**src/rtl/time_uart_reporter_if.sv**
```systemverilog
// Report bus for time_uart_reporter: the time word and request come in,
// the serial line and the status flags go out.
interface time_uart_reporter_if;
  logic [31:0] i_time_data;  // {hour, min, sec, msec}, binary, one byte each
  logic        i_send;       // report request
  logic        o_tx;         // UART serial line, idle high
  logic        o_busy;       // report in progress
  logic        o_done;       // one-cycle pulse after the last stop bit

  // Producer side (time source / testbench)
  modport master (
    output i_time_data,
    output i_send,
    input  o_tx,
    input  o_busy,
    input  o_done
  );

  // Reporter side
  modport slave (
    input  i_time_data,
    input  i_send,
    output o_tx,
    output o_busy,
    output o_done
  );
endinterface

```
**src/rtl/time_uart_reporter.sv**
```systemverilog
// time_uart_reporter: on request, snapshots the packed time word and sends
// "HH:MM:SS.CC\r\n" as 13 UART bytes (8N1, LSB first), BAUD_DIV clocks per bit.
// Fields of 100 or more are sent as "99".
// Optional build macro PERIODIC_REPORT_EN: a change of the seconds field also
// requests a report, and one request arriving mid-report is held as pending
// and started on the edge after o_done.
module time_uart_reporter #(
  parameter int CLK_FREQ = 100_000_000,
  parameter int BAUD     = 9600
) (
  input  logic                 clk,
  input  logic                 rst,
  time_uart_reporter_if.slave  bus
);

  localparam int BAUD_DIV = CLK_FREQ / BAUD;
  localparam int CNT_W    = (BAUD_DIV > 1) ? $clog2(BAUD_DIV) : 1;
  localparam logic [CNT_W-1:0] CNT_LAST  = CNT_W'(BAUD_DIV - 1);
  localparam logic [3:0]       LAST_BYTE = 4'd12;

  typedef enum logic [1:0] {IDLE, START, DATA, STOP} state_t;

  state_t           state;
  logic [CNT_W-1:0] baud_cnt;
  logic [3:0]       byte_idx;
  logic [2:0]       bit_idx;
  logic [31:0]      snapshot;
  logic [7:0]       cur_byte;
  logic [15:0]      hour_ascii, min_ascii, sec_ascii, msec_ascii;
  logic             go;

  // Two ASCII decimal digits {tens, ones} for a field, saturated to 99.
  function automatic logic [15:0] to_ascii(input logic [7:0] v);
    logic [6:0] sat;
    logic [3:0] tens;
    logic [3:0] ones;
    sat  = (v >= 8'd100) ? 7'd99 : v[6:0];
    tens = 4'(sat / 7'd10);
    ones = 4'(sat % 7'd10);
    return {4'h3, tens, 4'h3, ones};
  endfunction

`ifdef PERIODIC_REPORT_EN
  logic [7:0] prev_sec;
  logic       pending;
  logic       trigger;

  assign trigger = bus.i_send | (bus.i_time_data[15:8] != prev_sec);
  assign go      = trigger | pending;

  // Follow the seconds field every edge, reset included, so leaving reset
  // never looks like a seconds change.
  always_ff @(posedge clk) begin
    prev_sec <= bus.i_time_data[15:8];
  end

  // Hold at most one trigger seen mid-report; IDLE always consumes it.
  always_ff @(posedge clk) begin
    if (rst) begin
      pending <= 1'b0;
    end else if (state == IDLE) begin
      pending <= 1'b0;
    end else if (trigger) begin
      pending <= 1'b1;
    end
  end
`else
  assign go = bus.i_send;
`endif

  // Pick the byte being sent from the snapshot and the byte index.
  // NOTE: every output gets a default first so no path leaves it unassigned,
  // which would otherwise infer a latch.
  always_comb begin
    cur_byte   = 8'h0A;
    hour_ascii = to_ascii(snapshot[31:24]);
    min_ascii  = to_ascii(snapshot[23:16]);
    sec_ascii  = to_ascii(snapshot[15:8]);
    msec_ascii = to_ascii(snapshot[7:0]);
    case (byte_idx)
      4'd0:    cur_byte = hour_ascii[15:8];
      4'd1:    cur_byte = hour_ascii[7:0];
      4'd2:    cur_byte = 8'h3A;
      4'd3:    cur_byte = min_ascii[15:8];
      4'd4:    cur_byte = min_ascii[7:0];
      4'd5:    cur_byte = 8'h3A;
      4'd6:    cur_byte = sec_ascii[15:8];
      4'd7:    cur_byte = sec_ascii[7:0];
      4'd8:    cur_byte = 8'h2E;
      4'd9:    cur_byte = msec_ascii[15:8];
      4'd10:   cur_byte = msec_ascii[7:0];
      4'd11:   cur_byte = 8'h0D;
      default: cur_byte = 8'h0A;
    endcase
  end

  // Capture the time word when a report is accepted.
  // NOTE: pure data register, only meaningful after a capture, so it carries
  // no reset and stays out of the control reset path.
  always_ff @(posedge clk) begin
    if (!rst && state == IDLE && go) begin
      snapshot <= bus.i_time_data;
    end
  end

  // Report sequencer: start / 8 data / stop per byte, 13 bytes back to back.
  // NOTE: sequential state uses non-blocking assignments only, so every
  // register samples the values from before this edge.
  always_ff @(posedge clk) begin
    if (rst) begin
      state      <= IDLE;
      baud_cnt   <= '0;
      byte_idx   <= '0;
      bit_idx    <= '0;
      bus.o_tx   <= 1'b1;
      bus.o_busy <= 1'b0;
      bus.o_done <= 1'b0;
    end else begin
      bus.o_done <= 1'b0;
      case (state)
        IDLE: begin
          baud_cnt <= '0;
          if (go) begin
            state      <= START;
            byte_idx   <= '0;
            bus.o_tx   <= 1'b0;
            bus.o_busy <= 1'b1;
          end
        end
        START: begin
          if (baud_cnt == CNT_LAST) begin
            baud_cnt <= '0;
            bit_idx  <= '0;
            state    <= DATA;
            bus.o_tx <= cur_byte[0];
          end else begin
            baud_cnt <= baud_cnt + 1'b1;
          end
        end
        DATA: begin
          if (baud_cnt == CNT_LAST) begin
            baud_cnt <= '0;
            if (bit_idx == 3'd7) begin
              state    <= STOP;
              bus.o_tx <= 1'b1;
            end else begin
              bit_idx  <= bit_idx + 3'd1;
              bus.o_tx <= cur_byte[bit_idx + 3'd1];
            end
          end else begin
            baud_cnt <= baud_cnt + 1'b1;
          end
        end
        STOP: begin
          if (baud_cnt == CNT_LAST) begin
            baud_cnt <= '0;
            if (byte_idx == LAST_BYTE) begin
              state      <= IDLE;
              bus.o_busy <= 1'b0;
              bus.o_done <= 1'b1;
            end else begin
              byte_idx <= byte_idx + 4'd1;
              state    <= START;
              bus.o_tx <= 1'b0;
            end
          end else begin
            baud_cnt <= baud_cnt + 1'b1;
          end
        end
        default: state <= IDLE;
      endcase
    end
  end

endmodule

```
**src/flat_wrapper.sv**
```systemverilog
// flat-port wrapper written by rule: the top's interface ports become plain ports
module time_uart_reporter_flat 
#(
  parameter int CLK_FREQ = 100_000_000,
  parameter int BAUD     = 9600
)
  (clk, rst, bus_i_time_data, bus_i_send, bus_o_tx, bus_o_busy, bus_o_done);
  time_uart_reporter_if bus_i ();
  input  logic clk;
  input  logic rst;
  input wire logic [$bits(bus_i.i_time_data)-1:0] bus_i_time_data;
  input wire logic [$bits(bus_i.i_send)-1:0] bus_i_send;
  output wire logic [$bits(bus_i.o_tx)-1:0] bus_o_tx;
  output wire logic [$bits(bus_i.o_busy)-1:0] bus_o_busy;
  output wire logic [$bits(bus_i.o_done)-1:0] bus_o_done;
  assign bus_i.i_time_data = bus_i_time_data;
  assign bus_i.i_send = bus_i_send;
  assign bus_o_tx = bus_i.o_tx;
  assign bus_o_busy = bus_i.o_busy;
  assign bus_o_done = bus_i.o_done;
  time_uart_reporter #(.CLK_FREQ(CLK_FREQ), .BAUD(BAUD)) u_core (.clk(clk), .rst(rst), .bus(bus_i));
endmodule
```
**config.mk**
```make
export PLATFORM = sky130hd
export DESIGN_NAME = time_uart_reporter_flat
export DESIGN_NICKNAME = d
export VERILOG_FILES = /design/src/rtl/time_uart_reporter_if.sv /design/src/rtl/time_uart_reporter.sv /design/src/flat_wrapper.sv
export SDC_FILE = /design/constraint.sdc
export NUM_CORES = 1
export LEC_CHECK = 0
export BUFFER_PORTS_ARGS = -buffer_cell sky130_fd_sc_hd__buf_2
export CORE_AREA = 2 2 86 88
export DETAILED_ROUTE_END_ITERATION = 10
export DIE_AREA = 0 0 88 90
export GPL_TIMING_DRIVEN = 0
export PLACE_DENSITY = 0.78
export SETUP_SLACK_MARGIN = 0.4
export SLEW_MARGIN = 25
export SYNTH_ARGS = -nofsm -noshare
export SYNTH_HDL_FRONTEND = slang
export SYNTH_SLANG_ARGS = --single-unit
```
**constraint.sdc**
```tcl
create_clock -name clk -period 4.6 [get_ports clk]
set_clock_uncertainty 0.1 [all_clocks]
set_input_delay 0.23 -clock clk [delete_from_list [all_inputs] [get_ports clk]]
set_output_delay 0.23 -clock clk [all_outputs]
set_load 0.05 [all_outputs]
```
==> flow_summary.yaml, run 1 <==
clock_network:
  cts.sinks: 58
  h-tree-depth: 3
  cts-root-buf: "clkbuf_8"
  clk_pin_slew_worst_paths_ns: 0.07
  cts_buffers: 9
  clock_path_buffers: 2
  post_cts_buffers: 0
  cts_tree: "built"
  insertion_delay_ns: 0.34
worst_hold_path:
  hold_class: "input pin to flip-flop"
timing:
  fin_crit_sh_pct: 87.7
  clock.fmax_mhz: 248
  slew_headroom_pct: 54.4
  slew_violations: 0
  hold_violations: 0
  tns_ns: 0
  grt_setup_unrepaired: "no"
  setup_violations: 0
  fin_ws_ns: 0.567
  fin_crit_ns: 4.03
  worst_slew_pin_slew_ns: 0.680
power_and_ir_drop:
  ir_drop_uv: 300
  p_sw_w: 0.000582
  leakage_nw: 1.74
  p_per_area_nw_per_um2: 349
  intPower_w: 0.00112
  fin_total_pwr_w: 0.00170
  power_frac_seq_pct: 38.9
  p_comb_share_pct: 31.0
  p_sw_share_pct: 34.2
  p_clk_share_pct: 30.1
synthesis:
  synth_nets: 478
  synth_area_um2: 3960
  yosys_most_used_dff: "edfxtp_1"
  synth-edff-count: 32
  ys_ff_latch: 58
  yosysWarnings: 0
  yosysSeqAreaShare_pct: 37.4
  avgSynthCellArea_um2: 9.22
  yosysUniqueCellTypes: 83
  syn_inst: 429
  synthArstFlopShare_pct: 0
worst_setup_path:
  cp_slowest_cell: "a41oi_4"
  critPathRequiredTime_ns: 4.75
  worstSetupPathType: "flip-flop to flip-flop"
  worst-path-max-fanout: 10
  cp.arrival_ns: 4.19
  path_cells: "inv_1 > ha_1 > buf_2 > and3b_2 > nand3_1 > a41oi_4 > nor2_4 > nand3_1 > a21oi_1 > a211oi_2 > ha_2 > nand2_1 > a31oi_1 > and4_4 > nor4b_4 > nor4_2 > o41ai_2"
  critical-path-max-stage-delay_ns: 0.41
  start_kind: "flip-flop"
  crit_path_end_kind: "flip-flop"
  cp_common_cell: "nand3_1"
floorplanning:
  rows: 31
  core_area_um2: 7020
  io_pins: 38
  die_w_um: 88
  fp.dieH_um: 90
  dieArea_um2: 7920
  initial_utilization_pct: 56.4
placed_design:
  dpl_worst_slack_ns: 0.339
  port_buffers: 37
  gp_congestion: 0.918
  place_hpwl_mm: 7.09
layout:
  nets: 559
  area_growth_pct: 23.1
  drive_above_1_share_pct: 20.2
  n_antenna_cell: 0
grt:
  antenna_found_initial: 0
  grt_pass1_vias: 3630
  grt_pass1_wl_mm: 16.8
  grt.total_usage_pct: 27.0
  grt_max_degree: 30
  overflow: 0
routing:
  vias: 3727
  viasPerCell: 6.07
  finalWirelength_mm: 10.4
  drc: 0
  ant_nets: 0
  routedWlPerCell_um: 16.9
  drt_iter0_drc: 299
  drt_first_pass_iters: 5
run_status:
  outcome: "finished, final reports clean"
job:
  cap_violations: 0
[stage by stage]
step                      cells  util (%)  hold slack, ns  instance area [µm²]
after global routing        614      69.3           0.148                 4870
after detailed placement    566      61.1           0.308                 4290
after global placement      565      60.8           0.306                 4270
after CTS                   614      68.8           0.131                 4830
after floorplan             429         -           0.229                 3960
final                       614      69.3           0.147                 4870
[worst max-delay path, delay by kind of cell, from the launching register on]
kind,cells,cell delay (ns)
compound gates,5,1.32
fa+ha+maj,2,0.52
buf+inv,2,0.37
flops,1,0.35
simple gates,8,1.28
[state kept, by name (all words and copies together), names as in the netlist]
register           count
u_core.snapshot       32
u_core.baud_cnt       14
u_core.byte_idx        4
u_core.bit_idx         3
u_core.state           2
u_core.bus.o_busy      1
u_core.bus.o_done      1
u_core.bus.o_tx        1
[layer usage]
layer	global-route usage, %	up-vias	part of all wire [%]
met4	10.0	0	2.4
li1	-	1792	-
met1	34.9	1743	42
met3	7.90	30	7.1
met2	42.4	162	48
met5	0	-	0
[cells by family (layout without fill, tap and decap cells)]
logic type | after synthesis | count (layout) | synth area share, %
fa+ha+maj | 14 | 14 | 4.43
simple gates | 185 | 185 | 25.2
compound gates | 116 | 116 | 22.9
flops | 58 | 58 | 37.4
mux | 8 | 8 | 2.18
xor+xnor | 19 | 19 | 4.21
buf+inv | 29 | 115 | 3.64
[final timing paths]
check                  endpoint  slack, ns  depth (start not counted)                from
max             u_core.bus.o_tx       0.57                         17  u_core.byte_idx[0]
min          u_core.byte_idx[3]       0.15                          3                 rst
max reg2reg     u_core.bus.o_tx       0.57                         17  u_core.byte_idx[0]
min reg2reg   u_core.bus.o_busy       0.37                          2   u_core.bus.o_busy
[power groups by stage]
stage	Clock (W)	Sequential (W)	Combinational [W]
3_3_place_gp	0	0.000670	0.000467
4_1_cts	0.000511	0.000659	0.000513
5_1_grt	0.000543	0.000667	0.000583
3_5_place_dp	0	0.000670	0.000488
6_report	0.000511	0.000661	0.000528
2_1_floorplan	0	0.000684	0.000348
[cell usage after synthesis (6+ instances only)]
master	instances	area (µm²)
o22ai_1	7	43.8
and3b_1	6	52.6
a21oi_1	20	100
edfxtp_1	32	961
nor2_1	60	225
o21ai_0	18	90.1
xnor2_1	9	78.8
clkbuf_1	6	22.5
mux2i_1	6	60.1
dfxtp_1	26	521
nand2b_1	6	37.5
inv_1	13	48.8
nand3_1	33	165
ha_1	14	175
xor2_1	10	87.6
nand4_1	8	50.1
nand2_1	27	101
[layout by cell type, fill, tap and decap left out, types with 10 or more instances in the layout]
cell            n
ha_1           13
xor2_1         10
nor2_1         58
dfxtp_1        26
buf_2          40
inv_1          13
dlygate4sd3_1  32
nand3_1        33
clkbuf_8       10
o21ai_0        18
nand2_1        27
a21oi_1        20
edfxtp_1       32
[timing repair]
| item | 4_1_cts | 5_1_grt |
|---|---|---|
| pin swaps | 0 | 1 |
| hold buffers | 32 | 0 |
| hold endpoints to repair | 32 | 0 |
| endpoints found under the setup margin | 1 | 1 |
| resized for setup | 1 | 8 |
[cell type report]
class	instances	area, µm²
buffer	15	93.8
multi-input combinational	342	2380
timing repair buffer	70	526
fill	547	2150
clock inverter	4	46.3
tap	99	124
inverter	14	52.6
sequential	58	1480
clock buffer	12	166
Note: power is estimated with default switching activity, not from simulation.
==> inputs of run 2 (changes only) <==
Settings changed: CORE_AREA 2 2 86 88 to 2 2 94 96, DIE_AREA 0 0 88 90 to 0 0 96 98, PLACE_DENSITY 0.78 to 0.67.
==> run 2 against run 1 <==
- sequential share of layout area fell by 0.40 points
- routed wire length down 3.5%
- count of clock-buffer cells in the layout up 1
- critical path depth fell by 1
- global-route usage is 4.6 points lower
- largest power group unchanged
==> flow_summary.yaml, run 2 (synthesis gave the netlist of run 1 again) <==
worst_setup_path:
  start_kind: "flip-flop"
  reg2reg_slack_ns: 0.68
  worstSetupPathType: "flip-flop to flip-flop"
  crit_path_end_kind: "flip-flop"
  worst-path-max-fanout: 8
  cp.arrival_ns: 4.04
  critPathRequiredTime_ns: 4.72
layout:
  top_register: "u_core.snapshot"
  n_antenna_cell: 0
  largest_reg_flops: 32
  stdcell_count: 626
  drive_above_1_share_pct: 20.8
  final_cell_mix: "nor2_1, buf_2, nand3_1, dlygate4sd3_1, edfxtp_1"
  nets: 562
  area_growth_pct: 24.7
  final_core_util_pct: 58.3
  reg_top3: "u_core.snapshot x32, u_core.baud_cnt x14, u_core.byte_idx x4"
  final_common_cell: "nor2_1"
  final_cell_area_um2: 4930
clock_network:
  cts_tree: "built"
  cts-root-buf: "clkbuf_8"
  cts.sinks: 58
  clock_path_buffers: 2
  h-tree-depth: 3
  insertion_delay_ns: 0.34
  clk_pin_slew_worst_paths_ns: 0.07
  cts_buffers: 9
routing:
  met1_length_mm: 4.60
  met2_length_mm: 4.90
  drt_iter0_drc: 217
  routed-wl-met3_um: 427
  finalWirelength_mm: 10.0
  drt_first_pass_iters: 5
  dr.max_layer_used: "met4"
  ant_nets: 0
  routedWlPerCell_um: 16.0
  viasPerCell: 5.79
  drc: 0
  vias: 3624
timing:
  hold_violations: 0
  fin_crit_sh_pct: 85.2
  worst_slew_pin_slew_ns: 0.686
  grt_setup_unrepaired: "no"
  fin_crit_ns: 3.92
  tns_ns: 0
  setup_violations: 0
  slew_headroom_pct: 54.3
  slew_violations: 0
  clock.fmax_mhz: 255
grt:
  grt.total_usage_pct: 22.4
  grt_max_degree: 29
  grt_pass1_vias: 3451
  antenna_found_initial: 0
  grt_pass1_wl_mm: 16.5
  overflow: 0
power_and_ir_drop:
  fin_total_pwr_w: 0.00173
  ir_drop_uv: 217
  p_per_area_nw_per_um2: 351
  leakage_nw: 1.76
job:
  cap_violations: 0
floorplanning:
  initial_utilization_pct: 46.7
  rows: 34
  core_area_um2: 8470
  dieArea_um2: 9410
  io_pins: 38
  fp.dieH_um: 98
  die_w_um: 96
placed_design:
  place_hpwl_mm: 7.22
  gp_congestion: 0.949
  placed_area_um2: 4300
  dp_cells: 575
  port_buffers: 37
worst_hold_path:
  hold_class: "input pin to flip-flop"
run_status:
  outcome: "finished, final reports clean"
-- run 2: metrics by stage --
step | setup WS (ns) | hold WS [ns]
CTS | 0.534 | 0.135
detailed placement | 0.396 | 0.308
finish | 0.679 | 0.144
floorplan | 0.938 | 0.229
global placement | 0.505 | 0.306
global route | 0.423 | 0.149
-- run 2: repair_timing --
| item | 4_1_cts | 5_1_grt |
|---|---|---|
| setup endpoints to repair | 1 | 1 |
| hold endpoints to repair | 32 | 0 |
| hold buffers | 32 | 0 |
| buffers inserted | 0 | 3 |
| gates resized for setup | 1 | 8 |
| gates cloned | 0 | 0 |
| pin swaps | 0 | 3 |
-- run 2: layout make-up --
class                           count  area (µm²)
Fill cell                         693        3530
Multi-Input combinational cell    342        2390
Sequential cell                    58        1480
Timing Repair Buffer               73         548
Clock buffer                       13         190
Tap cell                          108         135
Buffer                             15        91.3
Inverter                           14        52.6
Clock inverter                      3        41.3
-- run 2: worst paths after layout --
check                startpoint                  to  cells after the start
max          u_core.byte_idx[0]     u_core.bus.o_tx                     16
min reg2reg  u_core.baud_cnt[0]  u_core.baud_cnt[0]                      1
min                         rst  u_core.byte_idx[2]                      3
max reg2reg  u_core.byte_idx[0]     u_core.bus.o_tx                     16
-- run 2: worst max-delay path, cell delays in order, from the launching register on --
cell and delay, ns:
dfxtp_1 0.39, inv_1 0.11, ha_1 0.33, and3b_1 0.21
buf_2 0.16, a221oi_1 0.39, a41oi_2 0.19, xnor2_1 0.21
a22oi_1 0.22, ha_1 0.22, nand2_1 0.05, o31a_1 0.26
o31ai_1 0.27, a31o_1 0.26, nand2_1 0.09, nor4_2 0.24
o41ai_2 0.10
-- run 2: where the power goes --
part	internal (W)	total (W)	switching, W
combinational	0.000212	0.000537	0.000325
sequential	0.000617	0.000659	0.0000418
clock	0.000327	0.000535	0.000208
-- run 2: layer usage --
layer / vias to the layer above / global-route usage (%)
li1: 1793 / -
met1: 1724 / 30.5
met2: 94 / 36.1
met3: 13 / 4.71
met4: 0 / 5.49
met5: - / 0
==> inputs of run 3 (changes only) <==
Settings changed: CORE_AREA 2 2 94 96 to 2 2 82 84, DIE_AREA 0 0 96 98 to 0 0 84 86, PLACE_DENSITY 0.67 to 0.85.
Clock period 4.6 ns to 4.7 ns, I/O delays scaled along.
==> run 3 against run 2 <==
- die area fell by 23%
- setup slack lost 0.0053 ns
- sequential share of layout area increased by 0.94 points
- critical path type unchanged
==> flow_summary.yaml, run 3 (synthesis gave the netlist of run 1 again) <==
run_status:
  outcome: "finished, final reports clean"
floorplanning:
  io_pins: 38
  rows: 29
  initial_utilization_pct: 63.0
  die_w_um: 84
  dieArea_um2: 7220
  core_area_um2: 6280
  fp.dieH_um: 86
placed_design:
  gp_congestion: 0.917
  port_buffers: 37
  dp_cells: 544
  place_hpwl_mm: 7.17
clock_network:
  cts.sinks: 58
  insertion_delay_ns: 0.35
  clock_path_buffers: 2
  clk_pin_slew_worst_paths_ns: 0.07
  cts_buffers: 9
  h-tree-depth: 3
  cts-root-buf: "clkbuf_8"
  cts_tree: "built"
grt:
  grt_max_degree: 30
  overflow: 0
  grt.total_usage_pct: 30.7
  grt_pass1_wl_mm: 17.6
  grt_pass1_vias: 3706
  antenna_found_initial: 0
timing:
  hold_ws_ns: 0.147
  fin_crit_sh_pct: 85.7
  setup_violations: 0
  tns_ns: 0
  fin_crit_ns: 4.03
  clock.fmax_mhz: 248
  slew_headroom_pct: 53.1
  slew_violations: 0
  hold_violations: 0
  worst_slew_pin_slew_ns: 0.700
  grt_setup_unrepaired: "no"
routing:
  drt_iter0_drc: 419
  routedWlPerCell_um: 18.2
  finalWirelength_mm: 10.8
  viasPerCell: 6.55
  ant_nets: 0
  vias: 3878
  drc: 0
  drt_first_pass_iters: 5
worst_setup_path:
  worstSetupPathType: "flip-flop to flip-flop"
  worst-path-max-fanout: 10
  start_kind: "flip-flop"
  r2r_start: "u_core.byte_idx[1]"
  reg2reg_slack_ns: 0.67
  critPathRequiredTime_ns: 4.83
  critPathLaunch: "u_core.byte_idx[1]"
  rr_endpoint: "u_core.bus.o_tx"
  reg2regPathDepth: 16
  cp.arrival_ns: 4.16
  crit_path_end_kind: "flip-flop"
layout:
  drive_above_1_share_pct: 19.6
  top_register: "u_core.snapshot"
  n_antenna_cell: 0
  reg_top3: "u_core.snapshot x32, u_core.baud_cnt x14, u_core.byte_idx x4"
  nets: 559
  area_growth_pct: 20.9
  largest_reg_flops: 32
  final_cell_mix: "nor2_1, buf_2, nand3_1, dlygate4sd3_1, edfxtp_1"
  stdcell_count: 592
  fillCellCount: 427
  final_common_cell: "nor2_1"
worst_hold_path:
  hold_end: "u_core.byte_idx[3]"
  worstHoldPathCells: 3
  min_from: "rst"
  hold_class: "input pin to flip-flop"
power_and_ir_drop:
  p_per_area_nw_per_um2: 340
  fin_total_pwr_w: 0.00163
  leakage_nw: 1.73
  ir_drop_uv: 263
job:
  cap_violations: 0
==> run 3: per-stage QoR <==
step	cell area (µm²)	util (%)	worst slack [ns]
CTS	4770	76.0	0.470
detailed placement	4270	67.9	0.471
floorplan	3960	-	1.04
global placement	4240	67.5	0.581
finish	4780	76.2	0.674
global route	4780	76.2	0.408
==> run 3: cell type report <==
| type | instances | area, µm² | area share (%) |
|---|---|---|---|
| inverters | 14 | 52.6 | 1.10 |
| multi-input cells | 342 | 2350 | 49.2 |
| plain buffers | 15 | 91.3 | 1.91 |
| well taps | 77 | 96.3 | 2.01 |
| clock buffers | 10 | 128 | 2.67 |
| clock inverters | 6 | 56.3 | 1.18 |
| flip-flops and latches | 58 | 1480 | 31.0 |
| repair buffers | 70 | 526 | 11.0 |
==> run 3: power breakdown <==
part	internal [W]	leakage, nW	switching [W]
Combinational	0.000199	1.12	0.000321
Clock	0.000241	0.100	0.000217
Sequential	0.000604	0.507	0.0000447
==> run 3: what timing repair did <==
item,CTS,global route
resized for setup,0,3
buffers inserted,0,0
hold endpoints to repair,32,0
hold buffers,32,0
endpoints found under the setup margin,0,1
==> run 3: critical path, stage by stage (launching register included) <==
cell and delay [ns]:
dfxtp_1 0.41, ha_1 0.18, buf_2 0.22, nor3b_2 0.40
o21ai_0 0.18, o211a_1 0.25, nand2b_1 0.24, xnor2_1 0.16
a22oi_1 0.24, ha_1 0.22, nand2_1 0.05, o31a_1 0.27
o31ai_1 0.25, a31o_1 0.24, nand2_1 0.07, nor4_1 0.30
o41ai_2 0.11
==> run 3: metal layers <==
| layer | GRT usage [%] | wire [µm] | vias up |
|---|---|---|---|
| met5 | 0 | 0 | - |
| met2 | 52.4 | 5140 | 245 |
| met1 | 37.8 | 4260 | 1790 |
| li1 | - | - | 1787 |
| met4 | 13.6 | 394 | 0 |
| met3 | 6.54 | 982 | 56 |
==> run 3: how the worst max path moves through the flow <==
stage / endpoint
floorplan: u_core.bus.o_tx
global placement: u_core.bus.o_tx
detailed placement: u_core.bus.o_tx
CTS: u_core.bus.o_tx
global route: u_core.bus.o_tx
finish: u_core.bus.o_tx
